--- src/rtl/mem_dma_arb.sv ---
// Arbitrates a single memory port between CPU pass-through accesses and a
// 256-byte page-to-OAM DMA engine triggered by a CPU write to DMA_REG_ADDR.
module mem_dma_arb #(
  parameter logic [15:0] DMA_REG_ADDR  = 16'h4014,
  parameter logic [15:0] OAM_DATA_ADDR = 16'h2004
) (
  input  logic        clk,
  input  logic        rst,
  input  logic        cpu_wen,
  input  logic        cpu_ren,
  input  logic [15:0] cpu_addr,
  input  logic [7:0]  cpu_wdata,
  output logic [7:0]  cpu_rdata,
  output logic        cpu_rdy,
  output logic        mem_wen,
  output logic        mem_ren,
  output logic [15:0] mem_addr,
  output logic [7:0]  mem_wdata,
  input  logic        mem_rdy,
  input  logic [7:0]  mem_rdata,
  output logic        dma_busy,
  output logic        cycle_odd
);

  typedef enum logic [2:0] {IDLE, HALT, ALIGN, RD, WR} state_t;

  state_t     state, state_nxt;
  logic [7:0] page, page_nxt;
  logic [7:0] count, count_nxt;
  logic [7:0] data_q, data_nxt;

  always_ff @(posedge clk) begin
    if (rst) begin
      state     <= IDLE;
      page      <= 8'h00;
      count     <= 8'h00;
      data_q    <= 8'h00;
      cycle_odd <= 1'b0;
    end else begin
      state     <= state_nxt;
      page      <= page_nxt;
      count     <= count_nxt;
      data_q    <= data_nxt;
      cycle_odd <= ~cycle_odd;
    end
  end

  // Everything is forced quiet while reset is held so an aborted DMA never
  // leaks a request during the reset cycle itself.
  always_comb begin
    state_nxt = state;
    page_nxt  = page;
    count_nxt = count;
    data_nxt  = data_q;
    mem_wen   = 1'b0;
    mem_ren   = 1'b0;
    mem_addr  = 16'h0000;
    mem_wdata = 8'h00;
    cpu_rdata = 8'h00;
    cpu_rdy   = 1'b0;
    dma_busy  = 1'b0;
    if (!rst) begin
      case (state)
        IDLE: begin
          if (cpu_wen) begin
            if (cpu_addr == DMA_REG_ADDR) begin
              cpu_rdy   = 1'b1;
              page_nxt  = cpu_wdata;
              count_nxt = 8'h00;
              state_nxt = HALT;
            end else begin
              mem_wen   = 1'b1;
              mem_addr  = cpu_addr;
              mem_wdata = cpu_wdata;
              cpu_rdy   = mem_rdy;
            end
          end else if (cpu_ren) begin
            mem_ren  = 1'b1;
            mem_addr = cpu_addr;
            cpu_rdy  = mem_rdy;
            if (mem_rdy) cpu_rdata = mem_rdata;
          end
        end
        HALT: begin
          dma_busy  = 1'b1;
          state_nxt = cycle_odd ? ALIGN : RD;
        end
        ALIGN: begin
          dma_busy  = 1'b1;
          state_nxt = RD;
        end
        RD: begin
          dma_busy = 1'b1;
          mem_ren  = 1'b1;
          mem_addr = {page, count};
          if (mem_rdy) begin
            data_nxt  = mem_rdata;
            state_nxt = WR;
          end
        end
        WR: begin
          dma_busy  = 1'b1;
          mem_wen   = 1'b1;
          mem_addr  = OAM_DATA_ADDR;
          mem_wdata = data_q;
          // The 8-bit counter stops at 255 so the page never wraps into the next one.
          if (mem_rdy) begin
            if (count == 8'hFF) begin
              state_nxt = IDLE;
            end else begin
              count_nxt = count + 8'd1;
              state_nxt = RD;
            end
          end
        end
        default: state_nxt = IDLE;
      endcase
    end
  end

endmodule

--- config.mk ---
export PLATFORM = sky130hd
export DESIGN_NAME = mem_dma_arb
export DESIGN_NICKNAME = d
export VERILOG_FILES = /design/src/rtl/mem_dma_arb.sv
export SDC_FILE = /design/constraint.sdc
export NUM_CORES = 1
export LEC_CHECK = 0
export BUFFER_PORTS_ARGS = -buffer_cell sky130_fd_sc_hd__buf_2
export CAP_MARGIN = 40
export CORE_ASPECT_RATIO = 1.75
export CORE_MARGIN = 1
export CORE_UTILIZATION = 43
export DETAILED_ROUTE_END_ITERATION = 12
export GPL_TIMING_DRIVEN = 0
export PLACE_DENSITY = 0.76
export SYNTH_ARGS = -nofsm -noshare
export SYNTH_HDL_FRONTEND = slang
export SYNTH_SLANG_ARGS = --single-unit
--- constraint.sdc ---
create_clock -name clk -period 1.35 [get_ports clk]
set_input_delay 0 -clock clk [delete_from_list [all_inputs] [get_ports clk]]
set_output_delay 0 -clock clk [all_outputs]
set_load 0.01 [all_outputs]
### Word-level counts from Yosys, hierarchy flattened

Index checks and enable logic that the tools add are counted.

* output and inout port bits: 37
* word-level logic and storage cells: 66
* flip-flop bits (word level): 28
* bits of input ports: 37

* multiplexer cells: 41
* reductions and logical operators: 7
* $add $sub $neg: 1
* eq/ne operators: 11
* bitwise operators: 1

Operator list (count)
* 8-bit 2-to-1 mux: 12
* 16-bit 2-to-1 mux: 4
* 16-bit case mux with 3 select lines: 1
* 8-bit case mux with 2 select lines: 2
* 16-bit by 15-bit equality test with 1-bit output, second input constant: 1
* 3-bit case mux with 5 select lines: 1
* 1-bit 2-to-1 mux: 14
* 3-bit 2-to-1 mux: 4
* 2-bit != test, second input constant: 5
* 8-bit by 1-bit adder with 8-bit output, second input constant: 1
* 8-bit equality test, second input constant: 1
* 3-bit by 2-bit equality test with 1-bit output, second input constant: 2
* 5-bit AND reduction: 1
* 1-bit case mux with 2 select lines: 2
* 4-bit AND reduction: 1
* 4-bit OR reduction: 1
* 3-bit by 1-bit equality test with 1-bit output, second input constant: 1
* 3-bit equality test, second input constant: 1
* 3-bit zero test: 1
* 3-bit AND reduction: 1
* 2-bit 2-to-1 mux: 1
* 2-bit AND reduction: 1
* 2-bit nonzero test: 1
* 1-bit NOT: 1

### Depth between registers and ports, before layout

Gate-level depths: netlist of the first run.

* depth after elaboration: 5
* mapped depth: 7
* gate-level depth less buffers: 5

### Least setup slack after synthesis of the first run

Ideal clock, no wire load.

* path kind: flip-flop to flip-flop
* from: register count[0]
* to: register count[5]
* clock period less this slack: 1.476 ns
* library setup time: 0.091 ns
* path slack: -0.126 ns
* data required time: 1.259 ns
* cell stages (with the launch flop): 6
* data arrival time: 1.385 ns
* buffers on the path: 0
* cells stage by stage: dfxtp_1 ha_1 nand4_1 o211ai_1 o21ai_2 a311oi_1

* cells in the longest elaborated chain, start to end: 4
* elaborated cells between the ends (all ways): 7
* classes of those cells: add/sub (1); eq/ne (2); mux (3); reduce/logical (1)

RTL lines
* start: declaration: line 29 `logic [7:0] count, count_nxt;`
* start signal: assignment: line 42 `count <= count_nxt;`
* 8-bit by 1-bit adder with 8-bit output: line 111 `count_nxt = count + 8'd1;`
* 8-bit 2-to-1 mux: line 108 `if (count == 8'hFF) begin`
* 8-bit 2-to-1 mux: line 107 `if (mem_rdy) begin`
* 8-bit case mux with 2 select lines: line 63 `case (state)`

Several ways; a longest one is shown, not always the timed one. The select of a mux whose other input is x is not followed.
A chain may end at the register's enable or synchronous reset.

### Final worst setup path of the first run

* from: register state[2]
* to: output port mem_addr[11]

* cells in the longest elaborated chain, start to end: 3
* elaborated cells between the ends (all ways): 5
* classes of those cells: eq/ne (2); mux (2); reduce/logical (1)

RTL lines
* start: declaration: line 27 `state_t state, state_nxt;`
* start signal: assignment: line 40 `state <= state_nxt;`
* 3-bit equality test (tied with other cells): line 63
* 16-bit case mux with 3 select lines *: line 63
* 16-bit 2-to-1 mux *: line 62 `if (!rst) begin`
* end: declaration: line 17 `output logic [15:0] mem_addr,`

Mark *: on every way between the ends. The rest lies on a longest branch, timed or not.

==> out/results.md, run 1 <==
| Quantity | Value | Unit |
|:---|:---|:---|
| Vertical die dimension | 85.6 | um |
| Non-filler cells in the finished layout | 380 | - |
| Number of remaining DRC errors | 0 | - |
| Total routed wirelength | 6540 | um |
| CP endpoint kind | primary output | - |
| Number of placed instances with taps included | 337 | - |
| Fraction of final layout cells sized beyond drive strength 1 | 0.440 | - |
| Antenna violations before repair | 0 | - |
| Fmax achieved | 0.564 | GHz |
| Post-layout nets | 371 | - |
| Proportion of synthesized chip area in sequential cells | 0.326 | - |
| Syn-to-layout area delta | 64.2 | % |
| Logic depth of the worst register-to-register path | 7 | - |
| Setup_tns | -14.51 | ns |
| Biggest area contributors in the synthesized netlist | dfxtp_1 (33%), a21oi_1 (7.3%), a22o_1 (7.1%) | - |
| Register bit count reported by yosys | 28 | - |
| Number of search-and-repair iterations in the first detailed-routing pass | 4 | - |
| Kind of critical path | flop to primary output | - |
| Routed WL per cell | 17.2 | um |
| Vias post-DR | 2225 | - |
| Adder-Cell Fraction of Synth Area | 0.00728 | - |
| Post-synthesis simple-gate area fraction | 0.255 | - |
| Hold Vio Cnt, Final | 0 | - |
| Via density per instance | 5.86 | - |
| Routability congestion estimate from global placement | 0.796 | - |
| Setup slack of the critical path after layout | -0.423 | ns |
| Violations in the final reports | negative setup slack | - |
| Cell Pwr Density | 615 | nW/um2 |
| Xor/xnor share of the synthesized area | 0.00510 | - |
| Largest family of logic cells by synthesized area | compound AO/OA/AOI/OAI gates | - |
| Final worst path period share | 1.31 | - |
| Number of buffers created by CTS | 3 | - |
| H-Tree Level Count | 1 | - |
| Number of cells produced by synthesis | 218 | - |
| Cell type with the largest total area after synthesis | dfxtp_1 | - |
| Number of slew-limit violations in the final report | 0 | - |
| Min-delay worst type | primary input to flop | - |
| TritonCTS clock tree | built | - |
| Placeable Area | 3870 | um2 |
| DIE AREA | 4260 | um2 |
| Clock-pin slew on the worst setup and hold paths | 0.10 | ns |
| Time the final worst path needs with I/O delays and setup | 1.77 | ns |
| Netlist Area Pre-Place | 1720 | um2 |
| Post-Syn Nets | 256 | - |
| Final Core Density | 0.729 | - |
| Fraction of synthesized area in multiplexers | 0.0117 | - |
| Final clock skew | 0.00843 | ns |
| Synth top area share | 0.326 | - |
| Number of cells on the worst hold path | 3 | - |
| HPWL Detailed | 3920 | um |
| Total GRT Usage | 0.292 | - |
| Count of endpoints failing setup in the final report | 53 | - |
| LEAKAGE | 1.18 | nW |
| Vias in the first global route | 2147 | - |
| Unique cell type count in the Yosys netlist | 45 | - |
| Worst-Margin Slew | 0.537 | ns |
| Count of standard-cell rows | 30 | - |
| Global-route congestion overflow total | 0 | - |
| Largest net degree at the start of global routing | 16 | - |
| Count of antenna diodes in the layout | 0 | - |
| Status | finished with violations | - |
| Later-pin clock latency in the skew report | 0.29 | ns |
| I/O pin cnt | 74 | - |
| Number of max-cap violations | 0 | - |
| Worst path required time | 1.35 | ns |
| Clock net sink count | 28 | - |
| Clock tree root buffer cell | clkbuf_8 | - |
| Die width | 49.8 | um |
| Setup repair after global routing missed its margin | true | - |
| Mean Syn Cell Area | 7.88 | um2 |
| Maximum resistive drop on vdd | 667 | uV |
| Biggest fanout along the worst timing path | 10 | - |
| Crit path arrival time | 1.77 | ns |
| Number of buffers inserted by port buffering | 71 | - |
| Antenna viol nets, final | 0 | - |
| Worst hold margin | 0.105 | ns |
| Tightest slew margin relative to the limit | 0.642 | - |
| Initial detailed-routing violation count | 76 | - |
| Max Root-Sink Buffers | 2 | - |
| Startpoint kind of the worst setup timing path | flop | - |
| Initial Utilization | 0.444 | - |
| Syn. warnings | 0 | - |
| Area fraction in compound gates after synthesis | 0.347 | - |
| Wire length of the first global-routing pass | 9580 | um |
==> worst max-delay path, cell delays in order, from the launching register on <==
cell,delay (ns)
dfxtp_2,0.37
buf_6,0.15
nand3b_1,0.27
nor2_4,0.25
buf_6,0.17
a22o_1,0.15
buf_2,0.13
==> state kept, by name (all words and copies together), names as in the netlist <==
name / flops
data_q: 8
state: 3
cycle_odd: 1
count: 8
page: 8
==> synthesized netlist by cell type, drive strengths merged <==
master and number:
and4 1, xor2 1, o211a 1, a32oi 8
o21ai 14, a211oi 5, and4b 1, nor4bb 1
nand2b 5, and2 9, o21a 3, a21oi 26
mux2i 2, nor2b 1, nor3 1, a21boi 2
nor3b 1, a311oi 3, nor4b 1, ha 1
o211ai 2, or2 1, and3 1, or3 2
o2bb2ai 2, and3b 1, nor4 3, a22o 14
a31o 1, dfxtp 28, nand3 12, nand3b 1
clkbuf 7, inv 1, nand4 2, a221oi 1
nand2 25, o32ai 1, buf 9, a41oi 2
nor2 15
==> placed cells by master, fill, tap and decap left out, drive strengths merged, types with 2 or more instances in the layout <==
cell,n
buf,104
dfxtp,28
a21oi,26
nand2,25
dlygate4sd3,16
nor2,15
a22o,14
o21ai,14
nand3,12
clkbuf,10
and2,9
a32oi,8
a211oi,5
nand2b,5
o21a,3
nor4,3
a311oi,3
o2bb2ai,2
or3,2
nand4,2
a21boi,2
o211ai,2
a41oi,2
mux2i,2
==> per-layer routing <==
| metal | track usage | wire length, um | up-vias |
|---|---|---|---|
| li1 | - | - | 1057 |
| met1 | 0.278 | 2310 | 1021 |
| met2 | 0.585 | 3620 | 120 |
| met3 | 0.0337 | 322 | 27 |
| met4 | 0.143 | 278 | 0 |
| met5 | 0 | 0 | - |
==> cell families after synthesis <==
| kind of cell | after synthesis |
|---|---|
| xor gates and xnor gates | 1 |
| buffers and inverters | 17 |
| adders and majority gates | 1 |
| muxes | 2 |
| DFF | 28 |
| and+or+nand+nor | 84 |
| AOI/OAI and AO/OA | 85 |
==> power by group <==
part | total [mW] | switching, mW | internal (mW)
Clock | 0.551 | 0.289 | 0.262
Sequential | 0.823 | 0.00150 | 0.821
Combinational | 0.361 | 0.181 | 0.180
==> layout make-up <==
class	instances	area [um2]
plain buffers	14	114
clock buffers	4	55.1
fillers	291	1050
inverters	1	3.75
multi-input cells	173	1260
flip-flops and latches	28	576
well taps	48	60.1
repair buffers	112	748
==> stage by stage <==
step	power [mW]	instance area, um2	worst slack [ns]
final	1.74	2820	-0.423
after CTS	1.69	2680	-0.385
after global routing	1.79	2820	-0.471
after floorplan	0.982	1760	-0.0368
after global placement	1.11	2180	-0.427
after detailed placement	1.11	2180	-0.431
==> worst paths after layout <==
| check | startpoint | endpoint | slack, ns |
|---|---|---|---|
| worst min-delay path | mem_rdy | state[2]$_SDFFE_PP0P_ | 0.11 |
| worst max-delay path | state[2]$_SDFFE_PP0P_ | mem_addr[11] | -0.42 |
| worst max register to register | state[2]$_SDFFE_PP0P_ | count[7]$_SDFFE_PP0P_ | -0.35 |
| worst min register to register | cycle_odd$_SDFF_PP0_ | cycle_odd$_SDFF_PP0_ | 0.44 |
==> timing repair <==
| item | in CTS | in global routing |
|---|---|---|
| pin swaps | 19 | 10 |
| gates resized for setup | 36 | 35 |
| setup buffers | 19 | 5 |
| hold buffers | 16 | 0 |
| hold endpoints to repair | 16 | 0 |
| gates cloned | 1 | 0 |
| setup endpoints to repair | 62 | 63 |
Power figures use the tool's default switching activity.
==> run 2: changes to the inputs <==
Settings changed: PLACE_DENSITY 0.76 to 0.78.
==> run 2 against run 1 <==
Against the previous run:
- the flow still finishes with violations (negative setup slack)
- combinational power up 8.3%
- clock power hardly changed
- critical path type unchanged
- largest cell class unchanged
- register-to-register slack lost 0.11 ns
- via count increased by 14%
- sequential cell count unchanged
- global-route usage grew 3.4 points
- final cell count grew 3.9%
- non-clock buffer count rose by 13
==> out/results.md, run 2 (synthesis results as in run 1) <==
| Quantity | Value | Unit | vs previous |
|:---|:---|:---|:---|
| Status | finished with violations | - | unchanged |
| Antenna viol nets, final | 0 | - | unchanged |
| Total power after layout | 1.76 | mW | was 1.74 mW |
| Setup_tns | -20.44 | ns | was -14.51 ns |
| Flop2flop setup slack | -0.46 | ns | was -0.35 ns |
| H-Tree Level Count | 1 | - | unchanged |
| Number of buffers created by CTS | 3 | - | unchanged |
| Cell with the largest stage delay on the worst path | dfxtp_4 | - | was dfxtp_2 |
| Clock tree root buffer cell | clkbuf_8 | - | unchanged |
| Later-pin clock latency in the skew report | 0.29 | ns | about the same |
| Fraction of final layout cells sized beyond drive strength 1 | 0.530 | - | was 0.440 |
| Violations in the final reports | negative setup slack | - | unchanged |
| Number of buffers inserted by port buffering | 71 | - | unchanged |
| Largest net degree at the start of global routing | 16 | - | unchanged |
| End point of the worst hold path | page[7]$_SDFFE_PP0P_ | - | was state[2]$_SDFFE_PP0P_ |
| Tightest slew margin relative to the limit | 0.586 | - | was 0.642 |
| Via density per instance | 6.41 | - | was 5.86 |
| Clock net sink count | 28 | - | unchanged |
| Clock power frac | 0.312 | - | was 0.318 |
| Most frequent standard cell in the layout excluding fill and tap cells | buf_2 | - | unchanged |
| Startpoint kind of the worst setup timing path | flop | - | unchanged |
| HPWL Detailed | 4020 | um | was 3920 um |
| Non-filler cells in the finished layout | 395 | - | was 380 |
| Initial detailed-routing violation count | 146 | - | was 76 |
| LEAKAGE | 1.29 | nW | was 1.18 nW |
| Clock-pin slew on the worst setup and hold paths | 0.10 | ns | about the same |
| Internal power contribution | 1.27 | mW | was 1.26 mW |
| Final Core Density | 0.799 | - | was 0.729 |
| Part of the power in registers | 0.466 | - | was 0.474 |
| Worst-Margin Slew | 0.620 | ns | was 0.537 ns |
| NetSw | 0.492 | mW | was 0.472 mW |
| Count of standard-cell rows | 30 | - | unchanged |
| Syn-to-layout area delta | 79.9 | % | was 64.2% |
| Initial Utilization | 0.444 | - | unchanged |
| Total GRT Usage | 0.325 | - | was 0.292 |
| Part of the total power dissipated in combinational logic | 0.222 | - | was 0.208 |
| Min-delay worst type | primary input to flop | - | unchanged |
| CP Cell Sequence | nor4_4 > o21ai_2 > a21oi_4 > buf_4 > a22o_1 > buf_2 | - | was buf_6 > nand3b_1 > nor2_4 > buf_6 > a22o_1 > buf_2 |
| Vertical die dimension | 85.6 | um | unchanged |
| Total routed wirelength | 7860 | um | was 6540 um |
| Reg-to-reg critical path endpoint | count[7]$_SDFFE_PP0P_ | - | unchanged |
| Largest registers in the final layout | count x8, data_q x8, page x8 | - | unchanged |
| Kind of critical path | flop to primary output | - | unchanged |
| Switching power as a share of total power | 0.280 | - | was 0.272 |
| Antenna violations before repair | 0 | - | unchanged |
| Die width | 49.8 | um | unchanged |
| Setup repair after global routing missed its margin | true | - | unchanged |
| Number of remaining DRC errors | 0 | - | unchanged |
| Fmax achieved | 0.546 | GHz | was 0.564 GHz |
| Routed WL per cell | 19.9 | um | was 17.2 um |
| Count of antenna diodes in the layout | 0 | - | unchanged |
| Critical path's largest stage delay | 0.39 | ns | was 0.37 ns |
| Startpoint of the lowest-slack register-to-register path | state[1]$_SDFFE_PP0P_ | - | was state[2]$_SDFFE_PP0P_ |
| I/O pin cnt | 74 | - | unchanged |
| Maximum resistive drop on vdd | 604 | uV | was 667 uV |
| Vias post-DR | 2533 | - | was 2225 |
| Cell Pwr Density | 569 | nW/um2 | was 615 nW/um2 |
| Final worst path period share | 1.36 | - | was 1.31 |
| Vias in the first global route | 2359 | - | was 2147 |
| Max Root-Sink Buffers | 2 | - | unchanged |
| Number of max-cap violations | 0 | - | unchanged |
| Number of cells on the worst hold path | 3 | - | unchanged |
| TritonCTS clock tree | built | - | unchanged |
| Placeable Area | 3870 | um2 | unchanged |
| Number of placed instances with taps included | 337 | - | unchanged |
| Hold Vio Cnt, Final | 0 | - | unchanged |
| Worst min-delay path startpoint | cpu_wdata[7] | - | was mem_rdy |
| Count of endpoints failing setup in the final report | 61 | - | was 53 |
| Time the final worst path needs with I/O delays and setup | 1.83 | ns | was 1.77 ns |
| Number of search-and-repair iterations in the first detailed-routing pass | 7 | - | was 4 |
| Setup slack of the critical path after layout | -0.480 | ns | was -0.423 ns |
| Global-route congestion overflow total | 0 | - | unchanged |
| Crit path arrival time | 1.83 | ns | was 1.77 ns |
| Number of slew-limit violations in the final report | 0 | - | unchanged |
| Routability congestion estimate from global placement | 0.858 | - | was 0.796 |
| Biggest fanout along the worst timing path | 7 | - | was 10 |
| Worst path required time | 1.35 | ns | about the same |
| Most frequent cells in the layout | buf_2 (68), buf_4 (26), buf_6 (23), dfxtp_1 (23), a21oi_1 (19) | - | was buf_2 (69), nand2_1 (23), a21oi_1 (22), dfxtp_1 (22), buf_4 (18) |
| DIE AREA | 4260 | um2 | unchanged |
| Final clock skew | 0.00423 | ns | was 0.00843 ns |
| Logic depth of the worst register-to-register path | 6 | - | was 7 |
| CP endpoint kind | primary output | - | unchanged |
| Post-layout nets | 386 | - | was 371 |
| Wire length of the first global-routing pass | 10900 | um | was 9580 um |
==> run 2: cell types whose count changed in the layout (fill, tap and decap cells not counted), sizes merged <==
cell	previous run	this run
buf	104	119
dlygate4sd3	16	14
nand2	25	26
or3	2	3
==> run 2: area by class of cell <==
class / instances / area (um2)
Buffer: 12 / 100
Clock buffer: 4 / 55.1
Fill cell: 246 / 776
Inverter: 1 / 3.75
Multi-Input combinational cell: 175 / 1380
Sequential cell: 28 / 579
Tap cell: 48 / 60.1
Timing Repair Buffer: 127 / 910
==> run 2: worst max-delay path by stage <==
stage	from	endpoint	slack, ns	depth (start not counted)
floorplan	state[2]$_SDFFE_PP0P_	count[0]$_SDFFE_PP0P_	-0.04	5
global placement	cpu_addr[0]	mem_wdata[7]	-0.46	7
detailed placement	cpu_addr[0]	mem_wdata[1]	-0.51	7
CTS	state[1]$_SDFFE_PP0P_	mem_addr[12]	-0.49	7
global route	state[0]$_SDFFE_PP0P_	mem_addr[3]	-0.53	6
finish	state[0]$_SDFFE_PP0P_	mem_addr[3]	-0.48	6
==> run 2: what timing repair did <==
action,4_1_cts,5_1_grt
hold endpoints to repair,14,0
pin swaps,28,31
hold buffers,14,0
gates cloned,3,1
buffers inserted,22,19
endpoints found under the setup margin,62,63
gates resized for setup,60,50
==> run 2: metal layers <==
| metal | share of wire | vias up | GRT usage |
|---|---|---|---|
| li1 | - | 1092 | - |
| met4 | 0.058 | 0 | 0.138 |
| met5 | 0 | - | 0 |
| met1 | 0.33 | 1193 | 0.346 |
| met3 | 0.076 | 52 | 0.0248 |
| met2 | 0.54 | 196 | 0.630 |
==> run 2: power groups by stage <==
stage / sequential [mW] / combinational (mW) / clock (mW)
finish: 0.819 / 0.391 / 0.549
global route: 0.820 / 0.410 / 0.583
CTS: 0.825 / 0.346 / 0.533
detailed placement: 0.846 / 0.268 / 0
global placement: 0.846 / 0.264 / 0
floorplan: 0.847 / 0.135 / 0
==> run 2: critical path, delay by kind of cell, from the launching register on <==
kind | cells | cell delay [ns]
simple gates | 1 | 0.31
buf+inv | 2 | 0.31
flops | 1 | 0.39
compound gates | 3 | 0.54
==> run 2: metrics by stage <==
step | instance area, um2 | setup slack, ns | hold slack [ns]
after floorplan | 1760 | -0.0368 | 0.136
after global placement | 2180 | -0.463 | 0.251
after detailed placement | 2180 | -0.506 | 0.255
after CTS | 2780 | -0.492 | 0.00644
after global routing | 3090 | -0.527 | 0.0194
final | 3090 | -0.480 | 0.0222
==> run 3: changes to the inputs <==
Settings changed: CAP_MARGIN 40 to 30, CELL_PAD_IN_SITES_DETAIL_PLACEMENT set to 0, CELL_PAD_IN_SITES_GLOBAL_PLACEMENT set to 1, CORE_UTILIZATION 43 to 30.
==> run 3 against run 2 <==
Against the previous run:
- via count is 16% lower
- sequential cell count stayed put
- maximum frequency is 4.9% higher
- die area is 42% higher
- the flow still finishes with violations (negative setup slack)
- sequential share of layout area is 0.46 points higher
==> out/results.md, run 3 (synthesis results as in run 1) <==
| Quantity | Value | Unit | vs previous |
|:---|:---|:---|:---|
| Max Root-Sink Buffers | 2 | - | unchanged |
| Cell area after layout | 3050 | um2 | was 3090 um2 |
| Clock tree root buffer cell | clkbuf_8 | - | unchanged |
| Maximum resistive drop on vdd | 372 | uV | was 604 uV |
| Number of remaining DRC errors | 0 | - | unchanged |
| HPWL Detailed | 4220 | um | was 4020 um |
| Routability congestion estimate from global placement | 0.758 | - | was 0.858 |
| Flop2flop setup slack | -0.32 | ns | was -0.46 ns |
| Most frequent standard cell in the layout excluding fill and tap cells | buf_2 | - | unchanged |
| Syn-to-layout area delta | 77.5 | % | was 79.9% |
| Met2 WL post-DR | 3590 | um | was 4220 um |
| Number of search-and-repair iterations in the first detailed-routing pass | 4 | - | was 7 |
| Total routed wirelength | 6420 | um | was 7860 um |
| Later-pin clock latency in the skew report | 0.29 | ns | about the same |
| Critical path's largest stage delay | 0.38 | ns | was 0.39 ns |
| Number of buffers created by CTS | 3 | - | unchanged |
| DIE AREA | 6050 | um2 | was 4260 um2 |
| Initial Utilization | 0.310 | - | was 0.444 |
| Cell area after placement | 2210 | um2 | was 2180 um2 |
| Fmax achieved | 0.573 | GHz | was 0.546 GHz |
| Hold Vio Cnt, Final | 0 | - | unchanged |
| LEAKAGE | 1.25 | nW | was 1.29 nW |
| NetSw | 0.483 | mW | was 0.492 mW |
| Worst path required time | 1.35 | ns | about the same |
| Global-route congestion overflow total | 0 | - | unchanged |
| Fraction of final layout cells sized beyond drive strength 1 | 0.538 | - | was 0.530 |
| Antenna viol nets, final | 0 | - | unchanged |
| Internal power contribution | 1.33 | mW | was 1.27 mW |
| Most frequent cells in the layout | buf_2 (67), buf_6 (18), dfxtp_1 (18) | - | was buf_2 (68), buf_4 (26), buf_6 (23), dfxtp_1 (23), a21oi_1 (19) |
| Vias post-DR | 2140 | - | was 2533 |
| Initial detailed-routing violation count | 64 | - | was 146 |
| Switching power as a share of total power | 0.267 | - | was 0.280 |
| TritonCTS clock tree | built | - | unchanged |
| Vias in the first global route | 2030 | - | was 2359 |
| Count of antenna diodes in the layout | 0 | - | unchanged |
| Wire length of the first global-routing pass | 9450 | um | was 10900 um |
| Routed WL per cell | 15.7 | um | was 19.9 um |
| Final clock skew | 0.00605 | ns | was 0.00423 ns |
| Time the final worst path needs with I/O delays and setup | 1.74 | ns | was 1.83 ns |
| End point of the worst hold path | state[2]$_SDFFE_PP0P_ | - | was page[7]$_SDFFE_PP0P_ |
| Antenna violations before repair | 0 | - | unchanged |
| Largest net degree at the start of global routing | 17 | - | was 16 |
| Crit path arrival time | 1.74 | ns | was 1.83 ns |
| Worst-Margin Slew | 0.639 | ns | was 0.620 ns |
| Clock-pin slew on the worst setup and hold paths | 0.10 | ns | about the same |
| Status | finished with violations | - | unchanged |
| Total GRT Usage | 0.205 | - | was 0.325 |
| Final worst path period share | 1.29 | - | was 1.36 |
| CP endpoint kind | primary output | - | unchanged |
| Setup slack of the critical path after layout | -0.395 | ns | was -0.480 ns |
| Total power after layout | 1.81 | mW | was 1.76 mW |
| Kind of critical path | flop to primary output | - | unchanged |
| Biggest fanout along the worst timing path | 10 | - | was 7 |
| Startpoint of the lowest-slack register-to-register path | state[0]$_SDFFE_PP0P_ | - | was state[1]$_SDFFE_PP0P_ |
| Post-layout nets | 372 | - | was 386 |
| Worst min-delay path startpoint | mem_rdy | - | was cpu_wdata[7] |
| Met1 WL | 2470 | um | was 2580 um |
| Largest registers in the final layout | count x8, data_q x8, page x8 | - | unchanged |
| Reg-to-reg critical path endpoint | count[7]$_SDFFE_PP0P_ | - | unchanged |
| Worst hold margin | 0.107 | ns | was 0.0222 ns |
| H-Tree Level Count | 1 | - | unchanged |
| Vertical die dimension | 102 | um | was 85.6 um |
| Count of standard-cell rows | 36 | - | was 30 |
| Clock net sink count | 28 | - | unchanged |
| Via density per instance | 5.23 | - | was 6.41 |
| Violations in the final reports | negative setup slack | - | unchanged |
| Clock power frac | 0.340 | - | was 0.312 |
| CP Cell Sequence | buf_8 > nand3b_1 > nor2_4 > buf_6 > a22o_1 > buf_2 | - | was nor4_4 > o21ai_2 > a21oi_4 > buf_4 > a22o_1 > buf_2 |
| Part of the total power dissipated in combinational logic | 0.207 | - | was 0.222 |
| Tightest slew margin relative to the limit | 0.574 | - | was 0.586 |
| Part of the power in registers | 0.452 | - | was 0.466 |
| Cell Pwr Density | 593 | nW/um2 | was 569 nW/um2 |
| Min-delay worst type | primary input to flop | - | unchanged |
| Startpoint kind of the worst setup timing path | flop | - | unchanged |
| Number of cells on the worst hold path | 3 | - | unchanged |
| Number of buffers inserted by port buffering | 71 | - | unchanged |
| Number of max-cap violations | 0 | - | unchanged |
| Topmost layer with routed signal wires | met4 | - | unchanged |
| Die width | 59.2 | um | was 49.8 um |
| Setup repair after global routing missed its margin | true | - | unchanged |
| Metal3 WL | 212 | um | was 595 um |
| Count of endpoints failing setup in the final report | 60 | - | was 61 |
| Placeable Area | 5540 | um2 | was 3870 um2 |
| Cell with the largest stage delay on the worst path | dfxtp_4 | - | unchanged |
| I/O pin cnt | 74 | - | unchanged |
| Logic depth of the worst register-to-register path | 7 | - | was 6 |
| Number of slew-limit violations in the final report | 0 | - | unchanged |
run 3: cell count changes in the layout (fill, tap and decap cells not counted), sizes merged:
cell and delta:
nand2 -1, clkbuf -1, buf -14, dlygate4sd3 +2
run 3: how the worst max path moves through the flow:
stage                     slack (ns)                   from  cells past startpoint                     to
after floorplan                -0.04  state[2]$_SDFFE_PP0P_                      5  count[0]$_SDFFE_PP0P_
after global placement         -0.41            cpu_addr[0]                      5  count[7]$_SDFFE_PP0P_
after detailed placement       -0.43            cpu_addr[0]                      5  count[7]$_SDFFE_PP0P_
after CTS                      -0.43  state[0]$_SDFFE_PP0P_                      7            mem_addr[6]
after global routing           -0.49  state[2]$_SDFFE_PP0P_                      6            mem_addr[8]
final                          -0.39  state[2]$_SDFFE_PP0P_                      6            mem_addr[6]
run 3: metrics by stage:
| stage | setup slack, ns | setup TNS [ns] | utilization | instances |
|---|---|---|---|---|
| final | -0.395 | -14.73 | 0.550 | 409 |
| after detailed placement | -0.434 | -15.03 | 0.399 | 365 |
| after global routing | -0.485 | -20.91 | 0.550 | 409 |
| after CTS | -0.432 | -16.49 | 0.507 | 403 |
| after floorplan | -0.0368 | -0.453 | - | 218 |
| after global placement | -0.414 | -14.50 | 0.399 | 365 |
run 3: cell type report:
class	count	area [um2]
clock buffers	4	66.3
repair buffers	114	816
well taps	76	95.1
flip-flops and latches	28	586
inverters	1	3.75
plain buffers	12	92.6
multi-input cells	174	1390
fillers	519	2490
run 3: power groups by stage:
stage / Sequential (mW) / Combinational (mW) / Clock [mW]
final: 0.819 / 0.375 / 0.616
after global routing: 0.819 / 0.402 / 0.656
after CTS: 0.825 / 0.348 / 0.625
after detailed placement: 0.846 / 0.271 / 0
after global placement: 0.846 / 0.270 / 0
after floorplan: 0.847 / 0.135 / 0
run 3: timing repair:
action,in CTS,in global routing
pin swaps,33,34
resized for setup,59,52
hold endpoints to repair,16,0
cloned,2,0
setup endpoints to repair,63,63
buffers inserted,18,10
hold buffers,16,0
run 3: critical path: cells and delay by family, from the launching register on:
family | cells | cell delay, ns
AO/OA/AOI/OAI | 1 | 0.14
flip-flops | 1 | 0.38
AND/OR/NAND/NOR | 2 | 0.52
buffers and inverters | 3 | 0.42
run 3: routing by layer:
metal / vias to the layer above / track usage
li1: 1054 / -
met1: 1006 / 0.219
met2: 69 / 0.384
met3: 11 / 0.0152
met4: 0 / 0.106
met5: - / 0
